## src/rtl/decode_stage.sv

```systemverilog
// Decode / register-read stage: registers {OP,A,B,C} for execute, stalls on RAW hazards.
// Optional HAZARD_CNT_EN adds a saturating STALL_CNT output.
module decode_stage #(
    parameter int          DEPTH  = 3,
    parameter logic [7:0]  NOP_OP = 8'h00
) (
    input  logic        CLK,
    input  logic        RST,
    input  logic        IN_VALID,
    input  logic [31:0] IN_INSTR,
    output logic        IN_READY,
    output logic [15:0] A_no,
    output logic [15:0] B_no,
    input  logic [15:0] AS,
    input  logic [15:0] BS,
    output logic        OUT_VALID,
    output logic [7:0]  OUT_OP,
    output logic [15:0] OUT_A,
    output logic [15:0] OUT_B,
    output logic [15:0] OUT_C
`ifdef HAZARD_CNT_EN
    ,
    output logic [15:0] STALL_CNT
`endif
);

    logic [7:0] op;
    logic [7:0] fld_a;
    logic [7:0] fld_b;
    logic [7:0] fld_c;
    logic       reads_b;
    logic       reads_c;
    logic       writes_a;
    logic       hit;
    logic       stall;
    logic       issued;

    logic       sb_v    [DEPTH];
    logic [7:0] sb_dest [DEPTH];

    assign op    = IN_INSTR[31:24];
    assign fld_a = IN_INSTR[23:16];
    assign fld_b = IN_INSTR[15:8];
    assign fld_c = IN_INSTR[7:0];

    assign A_no = {8'h00, fld_b};
    assign B_no = {8'h00, fld_c};

    always_comb begin
        reads_b  = 1'b0;
        reads_c  = 1'b0;
        writes_a = 1'b0;
        case (op)
            8'h01, 8'h02, 8'h03, 8'h04: begin
                reads_b  = 1'b1;
                reads_c  = 1'b1;
                writes_a = 1'b1;
            end
            8'h05: begin
                reads_b  = 1'b1;
                writes_a = 1'b1;
            end
            8'h06, 8'h07: writes_a = 1'b1;
            8'h08:        reads_b  = 1'b1;
            default: ;
        endcase
    end

    // The bank has no write-through, so every in-flight writer blocks, including the one in WB.
    always_comb begin
        hit = 1'b0;
        for (int i = 0; i < DEPTH; i++) begin
            if (sb_v[i] && ((reads_b && (sb_dest[i] == fld_b)) ||
                            (reads_c && (sb_dest[i] == fld_c))))
                hit = 1'b1;
        end
    end

    assign stall    = IN_VALID & hit;
    assign IN_READY = ~stall;
    assign issued   = IN_VALID & ~stall;

    always_ff @(posedge CLK or negedge RST) begin
        if (!RST) begin
            for (int i = 0; i < DEPTH; i++) begin
                sb_v[i]    <= 1'b0;
                sb_dest[i] <= 8'h00;
            end
        end else begin
            for (int i = DEPTH - 1; i > 0; i--) begin
                sb_v[i]    <= sb_v[i-1];
                sb_dest[i] <= sb_dest[i-1];
            end
            sb_v[0]    <= issued & writes_a;
            sb_dest[0] <= fld_a;
        end
    end

    always_ff @(posedge CLK or negedge RST) begin
        if (!RST) begin
            OUT_VALID <= 1'b0;
            OUT_OP    <= NOP_OP;
            OUT_A     <= 16'h0000;
            OUT_B     <= 16'h0000;
            OUT_C     <= 16'h0000;
        end else if (issued) begin
            OUT_VALID <= 1'b1;
            OUT_OP    <= op;
            OUT_A     <= {8'h00, fld_a};
            OUT_B     <= reads_b ? AS : {8'h00, fld_b};
            OUT_C     <= reads_c ? BS : {8'h00, fld_c};
        end else begin
            OUT_VALID <= 1'b0;
            OUT_OP    <= NOP_OP;
            OUT_A     <= 16'h0000;
            OUT_B     <= 16'h0000;
            OUT_C     <= 16'h0000;
        end
    end

`ifdef HAZARD_CNT_EN
    always_ff @(posedge CLK or negedge RST) begin
        if (!RST)
            STALL_CNT <= 16'h0000;
        else if (stall && (STALL_CNT != 16'hFFFF))
            STALL_CNT <= STALL_CNT + 16'h0001;
    end
`endif

endmodule

```

## config.mk

```make
export PLATFORM = sky130hd
export DESIGN_NAME = decode_stage
export DESIGN_NICKNAME = d
export VERILOG_FILES = /design/src/rtl/decode_stage.sv
export SDC_FILE = /design/constraint.sdc
export NUM_CORES = 1
export LEC_CHECK = 0
export CAP_MARGIN = 20
export CORE_MARGIN = 2
export CORE_UTILIZATION = 39
export CTS_BUF_LIST = sky130_fd_sc_hd__clkbuf_4
export DETAILED_ROUTE_END_ITERATION = 10
export GPL_TIMING_DRIVEN = 0
export MAX_ROUTING_LAYER = met4
export PLACE_DENSITY = 0.81
export SLEW_MARGIN = 0
export SYNTH_ARGS = -nofsm -noshare
export SYNTH_HDL_FRONTEND = slang
export SYNTH_SLANG_ARGS = --single-unit
```

## constraint.sdc

```tcl
create_clock -name CLK -period 2.01 [get_ports CLK]
set_input_delay 0.3015 -clock CLK [delete_from_list [all_inputs] [get_ports CLK]]
set_output_delay 0.3015 -clock CLK [all_outputs]
set_load 0.02 [all_outputs]
```

==> impl_metrics.env, run 1 <==
export IMPL_status="complete, but fails checks"
export IMPL_violations="setup timing"
export IMPL_yosysTopAreaCellShare_pct=52.49
export IMPL_clk_latency_ns=0.42
export IMPL_placed_cells=587
export IMPL_pwr_share_clk_pct=28.5
export IMPL_rsz0062_at_grt="yes"
export IMPL_worst_setup_path_start_kind="flop"
export IMPL_fin_cells=620
export IMPL_dp_hpwl_um=7426
export IMPL_postLayoutCellArea_um2=5724
export IMPL_antenna_cells=0
export IMPL_p_leak_nw=2.543
export IMPL_power_density_nw_per_um2=564.1
export IMPL_top_level_ports=157
export IMPL_end_kind="output pin"
export IMPL_min_path_type="input port to flop"
export IMPL_numCtsBuffers=9
export IMPL_syn_area_um2=3623
export IMPL_wirelength_um=10060
export IMPL_grt_overflow_total=0
export IMPL_synth_top_area_cell="dfrtp_1"
export IMPL_synth_avg_cell_area_um2=11.32
export IMPL_clk_pin_slew_ns=0.14
export IMPL_fin_ws_ns=-0.4748
export IMPL_clockBufferDepth=2
export IMPL_ys_ff_latch=76
export IMPL_timing_fmax_ghz=0.4025
export IMPL_cp_cell_sequence="xor2_1, nor4_2, nand4_1, a31oi_2, buf_4, clkbuf_16, o31ai_4, buf_6"
export IMPL_grt_pass1_wl_um=15300
export IMPL_synthCells=320
export IMPL_place_ws_ns=-1.665
export IMPL_hold_ws_ns=0.2021
export IMPL_combPwrFrac_pct=21.2
export IMPL_finalNetCount=571
export IMPL_tightest_slew_ns=0.6273
export IMPL_ir_drop_mv=0.4011
export IMPL_cpLargestDelayFamily="simple AND/OR/NAND/NOR gates"
export IMPL_critPathBufInv=3
export IMPL_grt_pass1_vias=3017
export IMPL_cts_tree="built"
export IMPL_drt_iter0_drc=162
export IMPL_drive_above_1_share_pct=22.20
export IMPL_synth_flop_cell="dfrtp_1"
export IMPL_ys_top_cells_by_count="dfrtp_1 (76), buf_4 (40), nor3_1 (33)"
export IMPL_via_count=2973
export IMPL_worst_path_largest_cell_delay_ns=0.43
export IMPL_antenna_found_initial=0
export IMPL_crit_fanout=3
export IMPL_slew_headroom_pct=58.18
export IMPL_die_area_um2=10080
export IMPL_cts_sinks=76
export IMPL_route_detailed_drc=0
export IMPL_crit_type="flop to output pin"
export IMPL_p_total_mw=3.229
export IMPL_die_h_um=100.4
export IMPL_ys_seq_area_share_pct=52.49
export IMPL_core_um2=9109
export IMPL_dpl_cell_area_um2=5238
export IMPL_cp_slowest_cell="dfrtp_1"
export IMPL_wire_per_inst_um=16.22
export IMPL_finalClockSkew_ns=0.02662
export IMPL_period_share_pct=123.6
export IMPL_initial_utilization_pct=39.78
export IMPL_finalSetupViolCount=2
export IMPL_synth_most_common_cell="dfrtp_1"
export IMPL_ant_nets=0
export IMPL_switchingPower_uw=917.1
export IMPL_die_w_um=100.4
export IMPL_htree_num_levels=3
export IMPL_synth_area_top_cells="dfrtp_1 (52%), buf_4 (8.3%), xnor2_1 (6.5%)"
export IMPL_grt_max_degree=44
export IMPL_p_int_mw=2.312
export IMPL_maxSlewViolCount=0
export IMPL_gp_congestion=0.9233
export IMPL_portBuffers=132
export IMPL_grt_total_usage_pct=20.38
export IMPL_cp_arrival_ns=2.18
export IMPL_maxCapViolCount=0
export IMPL_area_growth_pct=57.98
export IMPL_synth_distinct_cells=30
export IMPL_synthArstFlopShare_pct=100.0
export IMPL_p_seq_share_pct=50.3
export IMPL_ys_warn_count=0
export IMPL_synth_edff_count=0
export IMPL_rows=35
export IMPL_p_sw_share_pct=28.40
export IMPL_critPathRequiredTime_ns=1.71
export IMPL_finalHoldViolCount=0
export IMPL_cts_root_buf="clkbuf_4"
export IMPL_viasPerCell=4.795
export IMPL_min_period_ns=2.485
export IMPL_drtPass1Iterations=4
==> power groups by stage <==
stage	clock (mW)	combinational, mW	sequential (mW)
final	0.920	0.684	1.62
after global routing	1.01	0.730	1.63
after detailed placement	0	0.666	1.66
after floorplan	0	0.272	1.70
after global placement	0	0.650	1.65
after CTS	0.935	0.672	1.62
==> placed cells by master, fill, tap and decap left out, types with 5 or more instances in the layout <==
master and n:
buf_8 5, nand4_1 7, clkbuf_1 5, nor3_1 31, nor4b_1 7, dlymetal6s2s_1 6, nand2_1 16, clkdlybuf4s50_1 108
conb_1 24, buf_4 57, mux2i_1 16, dfrtp_1 76, xor2_1 21, xnor2_1 27, dlygate4sd2_1 14, nor4b_2 9
clkbuf_4 10, nand3_1 20
==> cell families (layout without fill, tap and decap cells) <==
kind of cell,after synthesis,in the layout,share of synthesized area (%)
compound gates,9,9,1.865
xor+xnor,48,48,11.60
buf+inv,58,224,11.71
flops,76,76,52.49
mux,16,16,4.420
other cells,1,24,0.1035
simple gates,112,112,17.82
==> flip-flops by register name (all words and copies together), names as in the netlist <==
name       count
OUT_VALID      1
OUT_B         16
OUT_C         16
sb_v           3
OUT_OP         8
sb_dest       24
OUT_A          8
==> path summary, 6_finish.rpt <==
check | from | endpoint | slack [ns] | cells past startpoint
max in group asynchronous | RST | OUT_A[6]$_DFF_PN0_ | 1.07 | 3
hold reg to reg | sb_v[1]$_DFF_PN0_ | sb_v[0]$_DFF_PN0_ | 0.43 | 0
min in group asynchronous | RST | OUT_B[6]$_DFF_PN0_ | 0.35 | 2
setup / recovery | sb_dest[11]$_DFF_PN0_ | IN_READY | -0.47 | 8
hold / removal | IN_INSTR[30] | OUT_OP[6]$_DFF_PN0_ | 0.20 | 2
setup reg to reg | sb_dest[11]$_DFF_PN0_ | OUT_A[0]$_DFF_PN0_ | 0 | 8
==> timing repair <==
item,4_1_cts,5_1_grt
hold endpoints to repair,33,0
pin swaps,10,6
hold buffers,1,0
setup buffers,12,4
gates cloned,1,1
gates resized for setup,42,26
setup endpoints to repair,55,51
==> metrics by stage <==
step	util, %	TNS, ns
floorplan	-	-5.194
global placement	57.31	-180.75
detailed placement	57.50	-42.80
CTS	61.07	-0.6869
global route	62.84	-2.192
finish	62.84	-0.4774
==> cell type report <==
cell class / instances / area, µm²
fillers: 726 / 3385
flip-flops and latches: 76 / 1902
multi-input cells: 209 / 1545
repair buffers: 151 / 1520
plain buffers: 57 / 483.0
well taps: 111 / 138.9
clock buffers: 9 / 67.56
clock inverters: 7 / 67.56
==> metal layers <==
| metal | vias up | wire length (µm) | part of all wire [%] | track usage (%) |
|---|---|---|---|---|
| met5 | - | 0 | 0 | - |
| met3 | 8 | 589 | 5.9 | 4.109 |
| li1 | 1412 | - | - | - |
| met1 | 1443 | 4260 | 42 | 26.02 |
| met4 | 0 | 78 | 0.78 | 5.163 |
| met2 | 110 | 5129 | 51 | 33.45 |
Note: power is estimated with default switching activity, not from simulation.
==> inputs of run 2 (changes only) <==
--- a/config.mk
+++ b/config.mk
@@ -6,12 +6,12 @@
 export NUM_CORES = 1
 export LEC_CHECK = 0
 export CAP_MARGIN = 20
+export CORE_ASPECT_RATIO = 0.6
 export CORE_MARGIN = 2
 export CORE_UTILIZATION = 39
 export CTS_BUF_LIST = sky130_fd_sc_hd__clkbuf_4
 export DETAILED_ROUTE_END_ITERATION = 10
 export GPL_TIMING_DRIVEN = 0
-export MAX_ROUTING_LAYER = met4
 export PLACE_DENSITY = 0.81
 export SLEW_MARGIN = 0
 export SYNTH_ARGS = -nofsm -noshare
==> impl_metrics.env, run 2 (synthesized netlist as in run 1, its figures left out) <==
export IMPL_period_share_pct=129.4
export IMPL_worst_setup_path_start_kind="flop"
export IMPL_die_h_um=78.67
export IMPL_status="complete, but fails checks"
export IMPL_maxSlewViolCount=0
export IMPL_initial_utilization_pct=39.87
export IMPL_fin_ws_ns=-0.5902
export IMPL_die_w_um=128.4
export IMPL_wirelength_um=11110
export IMPL_finalSetupViolCount=46
export IMPL_power_density_nw_per_um2=557.8
export IMPL_p_leak_nw=2.563
export IMPL_gp_congestion=0.8468
export IMPL_violations="setup timing"
export IMPL_grt_total_usage_pct=21.10
export IMPL_core_um2=9087
export IMPL_p_total_mw=3.356
export IMPL_antenna_found_initial=0
export IMPL_critPathRequiredTime_ns=1.71
export IMPL_tightest_slew_ns=0.6184
export IMPL_end_kind="output pin"
export IMPL_cp_cell_sequence="xor2_1, nor4_2, nand4_1, a31oi_2, buf_4, clkbuf_16, o31ai_4, buf_6"
export IMPL_n_fill_cell=658
export IMPL_drive_above_1_share_pct=27.01
export IMPL_viasPerCell=4.990
export IMPL_numCtsBuffers=9
export IMPL_min_period_ns=2.600
export IMPL_portBuffers=132
export IMPL_timing_fmax_ghz=0.3846
export IMPL_ir_drop_mv=0.3732
export IMPL_route_detailed_drc=0
export IMPL_fin_cells=627
export IMPL_finalNetCount=573
export IMPL_min_path_type="input port to flop"
export IMPL_drtPass1Iterations=4
export IMPL_crit_fanout=2
export IMPL_htree_num_levels=3
export IMPL_clk_latency_ns=0.42
export IMPL_dr_max_layer_used="met4"
export IMPL_reg_largest_list="sb_dest: 24 flops, OUT_B: 16 flops, OUT_C: 16 flops"
export IMPL_cts_sinks=76
export IMPL_grt_pass1_wl_um=16060
export IMPL_crit_type="flop to output pin"
export IMPL_postLayoutCellArea_um2=6016
export IMPL_cp_arrival_ns=2.30
export IMPL_grt_max_degree=76
export IMPL_placed_cells=592
export IMPL_grt_overflow_total=0
export IMPL_cts_tree="built"
export IMPL_dp_hpwl_um=7931
export IMPL_maxCapViolCount=0
export IMPL_layout_common_cells="clkdlybuf4s50_1 (106), dfrtp_1 (76), buf_4 (56), xnor2_1 (27), conb_1 (24)"
export IMPL_finalClockSkew_ns=0.01317
export IMPL_worst_path_largest_cell_delay_ns=0.41
export IMPL_ant_nets=0
export IMPL_final_common_cell="clkdlybuf4s50_1"
export IMPL_dr_wl_met2_um=4909
export IMPL_wire_per_inst_um=17.71
export IMPL_antenna_cells=0
export IMPL_finalHoldViolCount=0
export IMPL_hold_ws_ns=0.09267
export IMPL_wl_met3_um=1062
export IMPL_wl_met1_um=4972
export IMPL_slew_headroom_pct=58.77
export IMPL_dpl_cell_area_um2=5251
export IMPL_rows=27
export IMPL_clk_pin_slew_ns=0.12
export IMPL_top_level_ports=157
export IMPL_top_register="sb_dest"
export IMPL_rsz0062_at_grt="yes"
export IMPL_cts_root_buf="clkbuf_4"
export IMPL_die_area_um2=10100
export IMPL_largest_reg_flops=24
export IMPL_drt_iter0_drc=148
export IMPL_clockBufferDepth=2
export IMPL_grt_pass1_vias=3067
export IMPL_cp_slowest_cell="dfrtp_1"
export IMPL_final_core_util_pct=66.20
export IMPL_area_growth_pct=66.02
export IMPL_via_count=3129
run 2: changes by cell type in the layout (fill, tap and decap cells not counted), moves of 3 or more:
cell | previous run | this run
nor3_1 | 31 | 12
nor3_4 | 0 | 11
nor3_2 | 2 | 10
clkbuf_16 | 2 | 6
clkinv_2 | 4 | 0
clkinv_1 | 0 | 3
nor4b_1 | 7 | 4
run 2: path summary, 6_finish.rpt:
path / from / slack, ns / depth (start not counted) / end
worst max-delay path: sb_dest[9]$_DFF_PN0_ / -0.59 / 8 / IN_READY
worst max register to register: sb_dest[9]$_DFF_PN0_ / -0.11 / 8 / OUT_A[4]$_DFF_PN0_
max in group asynchronous: RST / 1.26 / 3 / sb_v[2]$_DFF_PN0_
worst min-delay path: IN_INSTR[31] / 0.09 / 2 / OUT_OP[7]$_DFF_PN0_
min in group asynchronous: RST / 0.20 / 2 / OUT_A[2]$_DFF_PN0_
worst min register to register: sb_v[1]$_DFF_PN0_ / 0.43 / 0 / sb_v[0]$_DFF_PN0_
run 2: per-stage QoR:
step | setup slack [ns] | TNS, ns
final | -0.5902 | -4.381
after global routing | -0.7009 | -6.037
after CTS | -0.6007 | -5.267
after detailed placement | -1.663 | -41.77
after global placement | -1.886 | -184.17
after floorplan | -0.1284 | -5.194
run 2: area by class of cell:
cell class	count	area (µm²)	area share, %
Multi-Input combinational cell	209	1734	28.83
Clock buffer	10	75.07	1.248
Buffer	57	491.7	8.174
Clock inverter	6	78.83	1.310
Timing Repair Buffer	153	1589	26.41
Tap cell	116	145.1	2.413
Sequential cell	76	1902	31.61
run 2: timing repair:
| item | CTS | global route |
|---|---|---|
| gates cloned | 1 | 4 |
| buffers inserted | 13 | 5 |
| resized for setup | 60 | 59 |
| pin swaps | 11 | 28 |
| hold endpoints to repair | 76 | 0 |
| endpoints found under the setup margin | 60 | 50 |
| hold buffers | 1 | 0 |
run 2: critical path: cells and delay by family, from the launching register on:
kind | cells | cell delay (ns)
simple gates | 2 | 0.49
buf+inv | 3 | 0.46
flops | 1 | 0.41
xor+xnor | 1 | 0.16
compound gates | 2 | 0.36
run 2: power by group:
| group | internal [mW] | switching (mW) |
|---|---|---|
| registers | 1.59 | 0.0358 |
| clock network | 0.507 | 0.515 |
| logic | 0.357 | 0.353 |
| total | 2.45 | 0.903 |
run 2: routing by layer:
layer,GRT usage (%),vias to the layer above
li1,-,1426
met1,28.49,1531
met2,32.18,157
met3,7.839,15
met4,5.275,0
met5,0,-
==> inputs of run 3 (changes only) <==
--- a/config.mk
+++ b/config.mk
@@ -5,7 +5,7 @@
 export SDC_FILE = /design/constraint.sdc
 export NUM_CORES = 1
 export LEC_CHECK = 0
-export CAP_MARGIN = 20
+export CAP_MARGIN = 10
 export CORE_ASPECT_RATIO = 0.6
 export CORE_MARGIN = 2
 export CORE_UTILIZATION = 39
==> results of run 3 <==
No change in the layout: final DEF, timing and power equal those of run 2.
